### src/rtl/dll_pkg.sv
// Data-link-layer shared types: framed TLP layout, sequence helpers, replay states.
// Pure declarations; no latency or flow control of its own.
package dll_pkg;

  localparam int SEQ_W   = 12;
  localparam int SEQ_MSB = 123;
  localparam int SEQ_LSB = 112;
  localparam int TLP_W   = 96;
  localparam int LCRC_W  = 16;

  typedef struct packed {
    logic [3:0]        rsvd;
    logic [SEQ_W-1:0]  seq;
    logic [TLP_W-1:0]  payload;
    logic [LCRC_W-1:0] lcrc;
  } tlp_t;

  typedef enum logic {
    TX_NORMAL,
    TX_REPLAY
  } tx_state_t;

  // Forward distance from from_seq to to_seq in the 12-bit sequence space.
  function automatic logic [SEQ_W-1:0] seq_dist(input logic [SEQ_W-1:0] from_seq,
                                                input logic [SEQ_W-1:0] to_seq);
    return to_seq - from_seq;
  endfunction

endpackage

### src/rtl/replay_buffer_if.sv
// Replay buffer bus: TLP in (valid/ready), TLP out (valid/ready), ACK/NAK DLLP and status.
// Wires only; the master modport drives TLPs and DLLPs, the slave modport is the buffer.
interface replay_buffer_if
  import dll_pkg::*;
#(
  parameter int DATA_W = 128,
  parameter int ADDR_W = 4
);
  logic              in_valid;
  logic [DATA_W-1:0] in_data;
  logic              in_ready;
  logic              out_valid;
  logic [DATA_W-1:0] out_data;
  logic              out_ready;
  logic              dllp_valid;
  logic              dllp_nak;
  logic [SEQ_W-1:0]  dllp_seq;
  logic              replay_active;
  logic              retrain;
  logic [ADDR_W:0]   count;

  modport master (
    output in_valid, in_data, out_ready, dllp_valid, dllp_nak, dllp_seq,
    input  in_ready, out_valid, out_data, replay_active, retrain, count
  );

  modport slave (
    input  in_valid, in_data, out_ready, dllp_valid, dllp_nak, dllp_seq,
    output in_ready, out_valid, out_data, replay_active, retrain, count
  );
endinterface

### src/rtl/replay_buffer_timer.sv
// Replay timer plus replay_num; expire is combinational, retrain pulses the cycle after the 4th trigger.
// No flow control: clear/enable come from the buffer every cycle.
module replay_timer #(
  parameter int TIMEOUT = 1024
) (
  input  logic clk,
  input  logic rst,
  input  logic clr,
  input  logic en,
  input  logic trig,
  input  logic purge,
  output logic expire,
  output logic retrain
);
  localparam int TW = $clog2(TIMEOUT);

  logic [TW-1:0] tmr;
  logic [1:0]    replay_num;

  assign expire = en && (tmr == TW'(TIMEOUT - 1));

  always_ff @(posedge clk or posedge rst) begin
    if (rst)      tmr <= '0;
    else if (clr) tmr <= '0;
    else if (en)  tmr <= tmr + TW'(1);
  end

  // A purging NAK resets the attempt count before its own replay is counted.
  always_ff @(posedge clk or posedge rst) begin
    if (rst) begin
      replay_num <= '0;
      retrain    <= 1'b0;
    end else begin
      retrain <= 1'b0;
      if (trig) begin
        if (!purge && replay_num == 2'd3) begin
          replay_num <= '0;
          retrain    <= 1'b1;
        end else begin
          replay_num <= (purge ? 2'd0 : replay_num) + 2'd1;
        end
      end else if (purge) begin
        replay_num <= '0;
      end
    end
  end
endmodule

### src/rtl/replay_buffer.sv
// Retains transmitted TLPs until ACKed; replays from oldest on NAK/timeout. out_data is a
// combinational read of mem[rd]; in_ready drops when DEPTH entries are unacknowledged.
module replay_buffer
  import dll_pkg::*;
#(
  parameter int DATA_W  = 128,
  parameter int DEPTH   = 16,
  parameter int ADDR_W  = 4,
  parameter int TIMEOUT = 1024
) (
  input logic            clk,
  input logic            rst,
  replay_buffer_if.slave bus
);
  logic [DATA_W-1:0] mem [DEPTH];
  logic [ADDR_W:0]   head, rd, tail, replay_end;
  logic [ADDR_W:0]   cnt, n_eff, head_n, rd_adv, rd_n, remain;
  logic [SEQ_W-1:0]  head_seq, n;
  logic              wr, tx, purge, nak_trig, expire, trigger, replay_done, retrain;
  tx_state_t         state, state_n;

  assign cnt      = tail - head;
  assign wr       = bus.in_valid && bus.in_ready;
  assign tx       = bus.out_valid && bus.out_ready;
  assign head_seq = mem[head[ADDR_W-1:0]][SEQ_MSB:SEQ_LSB];
  assign n        = seq_dist(head_seq, bus.dllp_seq) + SEQ_W'(1);

  // n == 0 means the DLLP acknowledges a TLP already purged.
  assign purge    = bus.dllp_valid && (cnt != '0) && (n != '0) && (n <= SEQ_W'(cnt));
  assign n_eff    = purge ? n[ADDR_W:0] : '0;
  assign head_n   = head + n_eff;
  assign remain   = cnt - n_eff;
  assign nak_trig = bus.dllp_valid && bus.dllp_nak && (remain != '0);
  assign trigger  = nak_trig || (expire && !purge);
  assign rd_adv   = rd + (ADDR_W+1)'(tx);

  always_comb begin
    rd_n = rd_adv;
    if (trigger || (purge && ((rd_adv - head) < n_eff))) rd_n = head_n;
  end

  // An ACK may purge past the replay end mark, which also finishes the replay.
  assign replay_done = (rd_n == replay_end) || (purge && ((replay_end - head) <= n_eff));

  always_ff @(posedge clk or posedge rst) begin
    if (rst) state <= TX_NORMAL;
    else     state <= state_n;
  end

  always_comb begin
    state_n = state;
    case (state)
      TX_NORMAL: if (trigger) state_n = TX_REPLAY;
      TX_REPLAY: if (!trigger && replay_done) state_n = TX_NORMAL;
      default:   state_n = TX_NORMAL;
    endcase
  end

  always_comb begin
    bus.replay_active = (state == TX_REPLAY);
  end

  always_ff @(posedge clk or posedge rst) begin
    if (rst) begin
      head       <= '0;
      rd         <= '0;
      tail       <= '0;
      replay_end <= '0;
    end else begin
      head <= head_n;
      rd   <= rd_n;
      tail <= tail + (ADDR_W+1)'(wr);
      if (trigger) replay_end <= tail;
    end
  end

  always_ff @(posedge clk) begin
    if (wr) mem[tail[ADDR_W-1:0]] <= bus.in_data;
  end

  replay_timer #(.TIMEOUT(TIMEOUT)) u_timer (
    .clk    (clk),
    .rst    (rst),
    .clr    ((cnt == '0) || purge || trigger),
    .en     ((cnt != '0) && (state == TX_NORMAL)),
    .trig   (trigger),
    .purge  (purge),
    .expire (expire),
    .retrain(retrain)
  );

  assign bus.in_ready  = cnt < (ADDR_W+1)'(DEPTH);
  assign bus.out_valid = (rd != tail);
  assign bus.out_data  = mem[rd[ADDR_W-1:0]];
  assign bus.count     = cnt;
  assign bus.retrain   = retrain;
endmodule

### src/flat_wrapper.sv
// flat-port wrapper written by rule: the top's interface ports become plain ports
module replay_buffer_flat import dll_pkg::*;
#(
  parameter int DATA_W  = 128,
  parameter int DEPTH   = 16,
  parameter int ADDR_W  = 4,
  parameter int TIMEOUT = 1024
)
  (clk, rst, bus_in_valid, bus_in_data, bus_out_ready, bus_dllp_valid, bus_dllp_nak, bus_dllp_seq, bus_in_ready, bus_out_valid, bus_out_data, bus_replay_active, bus_retrain, bus_count);
  replay_buffer_if #(.DATA_W(DATA_W), .ADDR_W(ADDR_W)) bus_i ();
  input logic clk;
  input logic rst;
  input wire logic [$bits(bus_i.in_valid)-1:0] bus_in_valid;
  input wire logic [$bits(bus_i.in_data)-1:0] bus_in_data;
  input wire logic [$bits(bus_i.out_ready)-1:0] bus_out_ready;
  input wire logic [$bits(bus_i.dllp_valid)-1:0] bus_dllp_valid;
  input wire logic [$bits(bus_i.dllp_nak)-1:0] bus_dllp_nak;
  input wire logic [$bits(bus_i.dllp_seq)-1:0] bus_dllp_seq;
  output wire logic [$bits(bus_i.in_ready)-1:0] bus_in_ready;
  output wire logic [$bits(bus_i.out_valid)-1:0] bus_out_valid;
  output wire logic [$bits(bus_i.out_data)-1:0] bus_out_data;
  output wire logic [$bits(bus_i.replay_active)-1:0] bus_replay_active;
  output wire logic [$bits(bus_i.retrain)-1:0] bus_retrain;
  output wire logic [$bits(bus_i.count)-1:0] bus_count;
  assign bus_i.in_valid = bus_in_valid;
  assign bus_i.in_data = bus_in_data;
  assign bus_i.out_ready = bus_out_ready;
  assign bus_i.dllp_valid = bus_dllp_valid;
  assign bus_i.dllp_nak = bus_dllp_nak;
  assign bus_i.dllp_seq = bus_dllp_seq;
  assign bus_in_ready = bus_i.in_ready;
  assign bus_out_valid = bus_i.out_valid;
  assign bus_out_data = bus_i.out_data;
  assign bus_replay_active = bus_i.replay_active;
  assign bus_retrain = bus_i.retrain;
  assign bus_count = bus_i.count;
  replay_buffer #(.DATA_W(DATA_W), .DEPTH(DEPTH), .ADDR_W(ADDR_W), .TIMEOUT(TIMEOUT)) u_core (.clk(clk), .rst(rst), .bus(bus_i));
endmodule
### config.mk
export PLATFORM = sky130hd
export DESIGN_NAME = replay_buffer_flat
export DESIGN_NICKNAME = d
export VERILOG_FILES = /design/src/rtl/dll_pkg.sv /design/src/rtl/replay_buffer_if.sv /design/src/rtl/replay_buffer_timer.sv /design/src/rtl/replay_buffer.sv /design/src/flat_wrapper.sv
export SDC_FILE = /design/constraint.sdc
export NUM_CORES = 2
export LEC_CHECK = 0
export BUFFER_PORTS_ARGS = -buffer_cell sky130_fd_sc_hd__buf_2
export CORE_AREA = 5 5 433 435
export CTS_BUF_LIST = sky130_fd_sc_hd__clkbuf_2 sky130_fd_sc_hd__clkbuf_4 sky130_fd_sc_hd__clkbuf_8
export DETAILED_ROUTE_END_ITERATION = 8
export DIE_AREA = 0 0 438 440
export SLEW_MARGIN = 20
export SYNTH_ARGS = -nofsm -noshare
export SYNTH_HDL_FRONTEND = slang
export SYNTH_SLANG_ARGS = --single-unit
### constraint.sdc
create_clock -name clk -period 11.8 [get_ports clk]
set_input_delay 0.59 -clock clk [delete_from_list [all_inputs] [get_ports clk]]
set_output_delay 0.59 -clock clk [all_outputs]
set_load 0.01 [all_outputs]
==> out/results.txt <==
The flow ran to the end, and the final reports show no timing, DRC or antenna violations. The worst hold path terminates at u_core.rd[0]. Summing all flip-flop and latch instances after layout gives 62400 um^2. The maximum number of pins on one net before global-route repair was 131; the worst IR drop on VDD was 0.000493 V. The shortest clock period the worst path allows after layout is 8440 ps, and the summed area of non-filler cells in the final layout is 94200 um^2.

The CTS clock-pin slew for the worst setup and hold paths was 50 ps; the count of hold-fix buffers inserted at cts was 132. CTS saw 2082 sinks. The die is 438 um wide. Counting cells, the worst reg-to-reg path comes to 27. The instance count along the most critical hold path works out to 5. For the fill cell total of the finished layout, the log shows 14232. For this run the aggregate overflow at the end of global routing stands at 0.

In this design, the largest share of critical-path delay is due to compound AO/OA/AOI/OAI gates. The largest single stage delay on the critical path is 660 ps. For the final database, setup skew stands at 67.8 ps. The number of warnings printed during yosys synthesis is 0.

Setup repair after global routing left no endpoint under its margin. STA classifies the critical path startpoint as a flip-flop. Data arrives at the worst endpoint at 9300 ps.

The logs give 44.7% for the initial cell density of the core and 40786 for the number of global-route vias before repair. Number of flops mapped to enable cells by yosys: 2048. The worst hold path class was input port to flip-flop. In this run the post-CTS setup repair buffer count came out at 0.

In this run the critical register-to-register path is captured at u_core.bus.replay_active. The cell at the root of the clock tree is clkbuf_8. Leaving out filler cells and counting taps, the final layout contains 6689. Sequential elements use 76.3% of the synthesized area. The leakage dissipation was 30.1 nW. Yosys mapped the design onto 62 distinct sky130hd cell types. Setup violations remaining at the end of the flow were counted as 0. The detailed router placed 38342 vias in this run. Post-CTS repair changed the size of 0 cells.

The number of H-tree branching levels is 5, and the number of cells produced by synthesis is 3384. Maximum net fanout on the critical path: 39. When the netlist entered floorplanning its net count stood at 3595. The sum of buffers and inverters on the critical path was 5; the number of cells after detailed placement was 5947. In the routed design, unresolved DRC markers number 0. Commonest non-fill, non-tap cell in the layout: edfxtp_1.

TritonCTS built the clock tree. The multi-input combinational cells in the finished layout cover a total of 18700 um^2. The top cell types in the final layout, fill and taps aside, are 2048 x edfxtp_1, 685 x mux4_2, 366 x clkbuf_8. Across all setup checks in the final design, the least slack found is 3360 ps.

The floorplan step defined a core boundary enclosing 183000 um^2. Once layout is complete, the utilization of the core stands at 51.6%. The commonest register cell after synthesis was edfxtp_1. Setup slack on the worst reg-to-reg path comes out at 3360 ps. The floorplan has 157 rows. For the maximum clock frequency, the log shows 118 MHz. The transition at the pin with the smallest max-transition slack is 1090 ps.

The tools report the critical hold path startpoint as bus_out_ready. The run gives 20.1% as the aggregate global-route resource usage. The count of nets left with antenna violations once routing finished came out at 0. The start of the worst register-to-register path is u_core.head[0]. From synthesis to final layout, the design area changed by 15.3%. The number of hold violations in the final report is 0. The run gives 4 as the number of buffers on the longest clock path. For the number of maximum-capacitance constraint violations, the log shows 0. The worst setup path is captured at a flip-flop.

The die covers 193000 um^2. The pre-antenna-repair detailed-routing pass consisted of 7 iterations. The total count of max-transition violations in the final report is 0. After synthesis the netlist holds a flip-flop and latch count of 2082. Routability-driven placement finished with a final weighted congestion of 0.806.

The die span in y is 440 um. The number of design-rule violations left by the first detailed-router iteration was 3335; the number of vias per cell after detailed routing was 5.73. The post-DP HPWL was 94100 um; the fraction of registers with async set/reset was 1.63%. On the critical path, the stage with the largest delay is an instance of buf_4.

The final total negative setup slack was 0 ps. The first global-routing pass estimated 282000 um of wire. The tightest slew margin relative to the limit is 27.2%. Of the cells placed in the final design, the portion with a size suffix greater than 1 is 36.9%.

At the end of the flow, the number of nets in the layout was 4262. At the later pin of the worst-skew pair, clock insertion delay measures 1050 ps. The run gives 283 as the I/O pin total. Averaged over all synthesized cells, the footprint is 24.1 um^2. For the area after detailed placement, the log shows 86300 um^2.

After synthesis the cells add up to 81700 um^2. Total power divided by cell area: 233 nW/um^2. Final hold analysis gives a worst-case slack of 191 ps. The design draws 22.0 mW. Total of buffers placed on input and output ports: 282. The ratio of final minimum period to clock period came out at 71.5%. Counting the buffers created by CTS gives 355.

The routed wire length was 194000 um; the initial antenna violation count was 25. OpenSTA, run right after detailed placement, puts the worst setup slack at 3410 ps. Counting stages on the worst path, the most repeated cell is ha_1. The average wire per cell in the routed design is 29.0 um, and the required time of the critical path is 12650 ps.

Type of the setup path with the least slack: flip-flop to flip-flop.
-- final cells by class --
type                       instances  share of cell area (%)
tap                             2385                    3.17
antenna                           14                  0.0372
multi-input combinational       1086                    19.8
inverter                          51                   0.203
timing repair buffer             475                    3.63
clock inverter                   110                   0.640
sequential                      2082                    66.2
clock buffer                     486                    6.30
-- worst max path at each step --
| stage | slack, ps | start | cells past startpoint | to |
|---|---|---|---|---|
| floorplan | 3140 | u_core.head[2] | 10 | u_core.mem[8][0] |
| global placement | 3500 | u_core.head[0] | 27 | u_core.bus.replay_active |
| detailed placement | 3410 | u_core.head[0] | 27 | u_core.bus.replay_active |
| CTS | 3350 | u_core.head[0] | 27 | u_core.bus.replay_active |
| global route | 2630 | u_core.head[0] | 28 | u_core.bus.replay_active |
| finish | 3360 | u_core.head[0] | 27 | u_core.bus.replay_active |
-- synthesized netlist by cell type (all sizes together) (3+ instances only) --
cell / number / area (um^2)
nor3: 15 / 80.1
nand2: 25 / 93.8
nand4: 5 / 31.3
a21oi: 41 / 209
a21o: 10 / 75.1
a211o: 3 / 26.3
clkbuf: 80 / 302
fa: 5 / 100
nor2b: 19 / 119
mux4: 686 / 15500
dfrtp: 34 / 851
nand3: 15 / 75.1
mux2: 4 / 45.0
mux2i: 25 / 254
nor2: 42 / 158
o21ai: 17 / 85.1
a211oi: 18 / 135
or3: 4 / 25.0
o21a: 3 / 22.5
xnor2: 33 / 304
inv: 51 / 191
edfxtp: 2048 / 61500
ha: 60 / 751
buf: 85 / 334
xor2: 18 / 158
nand2b: 7 / 43.8
-- worst min-delay path, stage by stage --
cell and delay (ps):
buf_2 80, and2_1 120, ha_1 120, inv_1 90, o21ai_0 160
-- where the power goes --
part	total [mW]	switching [mW]	internal (mW)	leakage (nW)
Combinational	6.90	3.72	3.19	7.77
Clock	6.07	2.74	3.33	3.47
Sequential	8.98	0.268	8.71	18.9
Total	22.0	6.72	15.2	30.1
-- cell families (layout without fill, tap and decap cells) --
group,Yosys count,after routing,synth area share (%)
DFF,2082,2082,76.3
muxes,715,715,19.3
buffers and inverters,216,1122,1.01
and+or+nand+nor,143,143,0.871
AOI/OAI and AO/OA,111,111,0.890
adders and majority gates,65,65,1.04
xor gates and xnor gates,52,52,0.593
other,0,14,0
-- routing by layer --
| layer | track usage (%) | vias to the layer above | share of wire [%] |
|---|---|---|---|
| met3 | 3.91 | 288 | 5.8 |
| met5 | 0 | - | 0 |
| met2 | 33.3 | 1247 | 50 |
| met1 | 27.6 | 20780 | 42 |
| met4 | 5.80 | 0 | 2.1 |
| li1 | - | 16027 | - |
-- registers in the layout, indices dropped and copies added, names as in the netlist --
signal / flops
u_core.rd: 5
u_core.bus.replay_active: 1
u_core.u_timer.retrain: 1
u_core.u_timer.tmr: 10
u_core.replay_end: 5
u_core.u_timer.replay_num: 2
u_core.tail: 5
u_core.head: 5
u_core.mem: 2048
(Power assumes the default switching activity.)
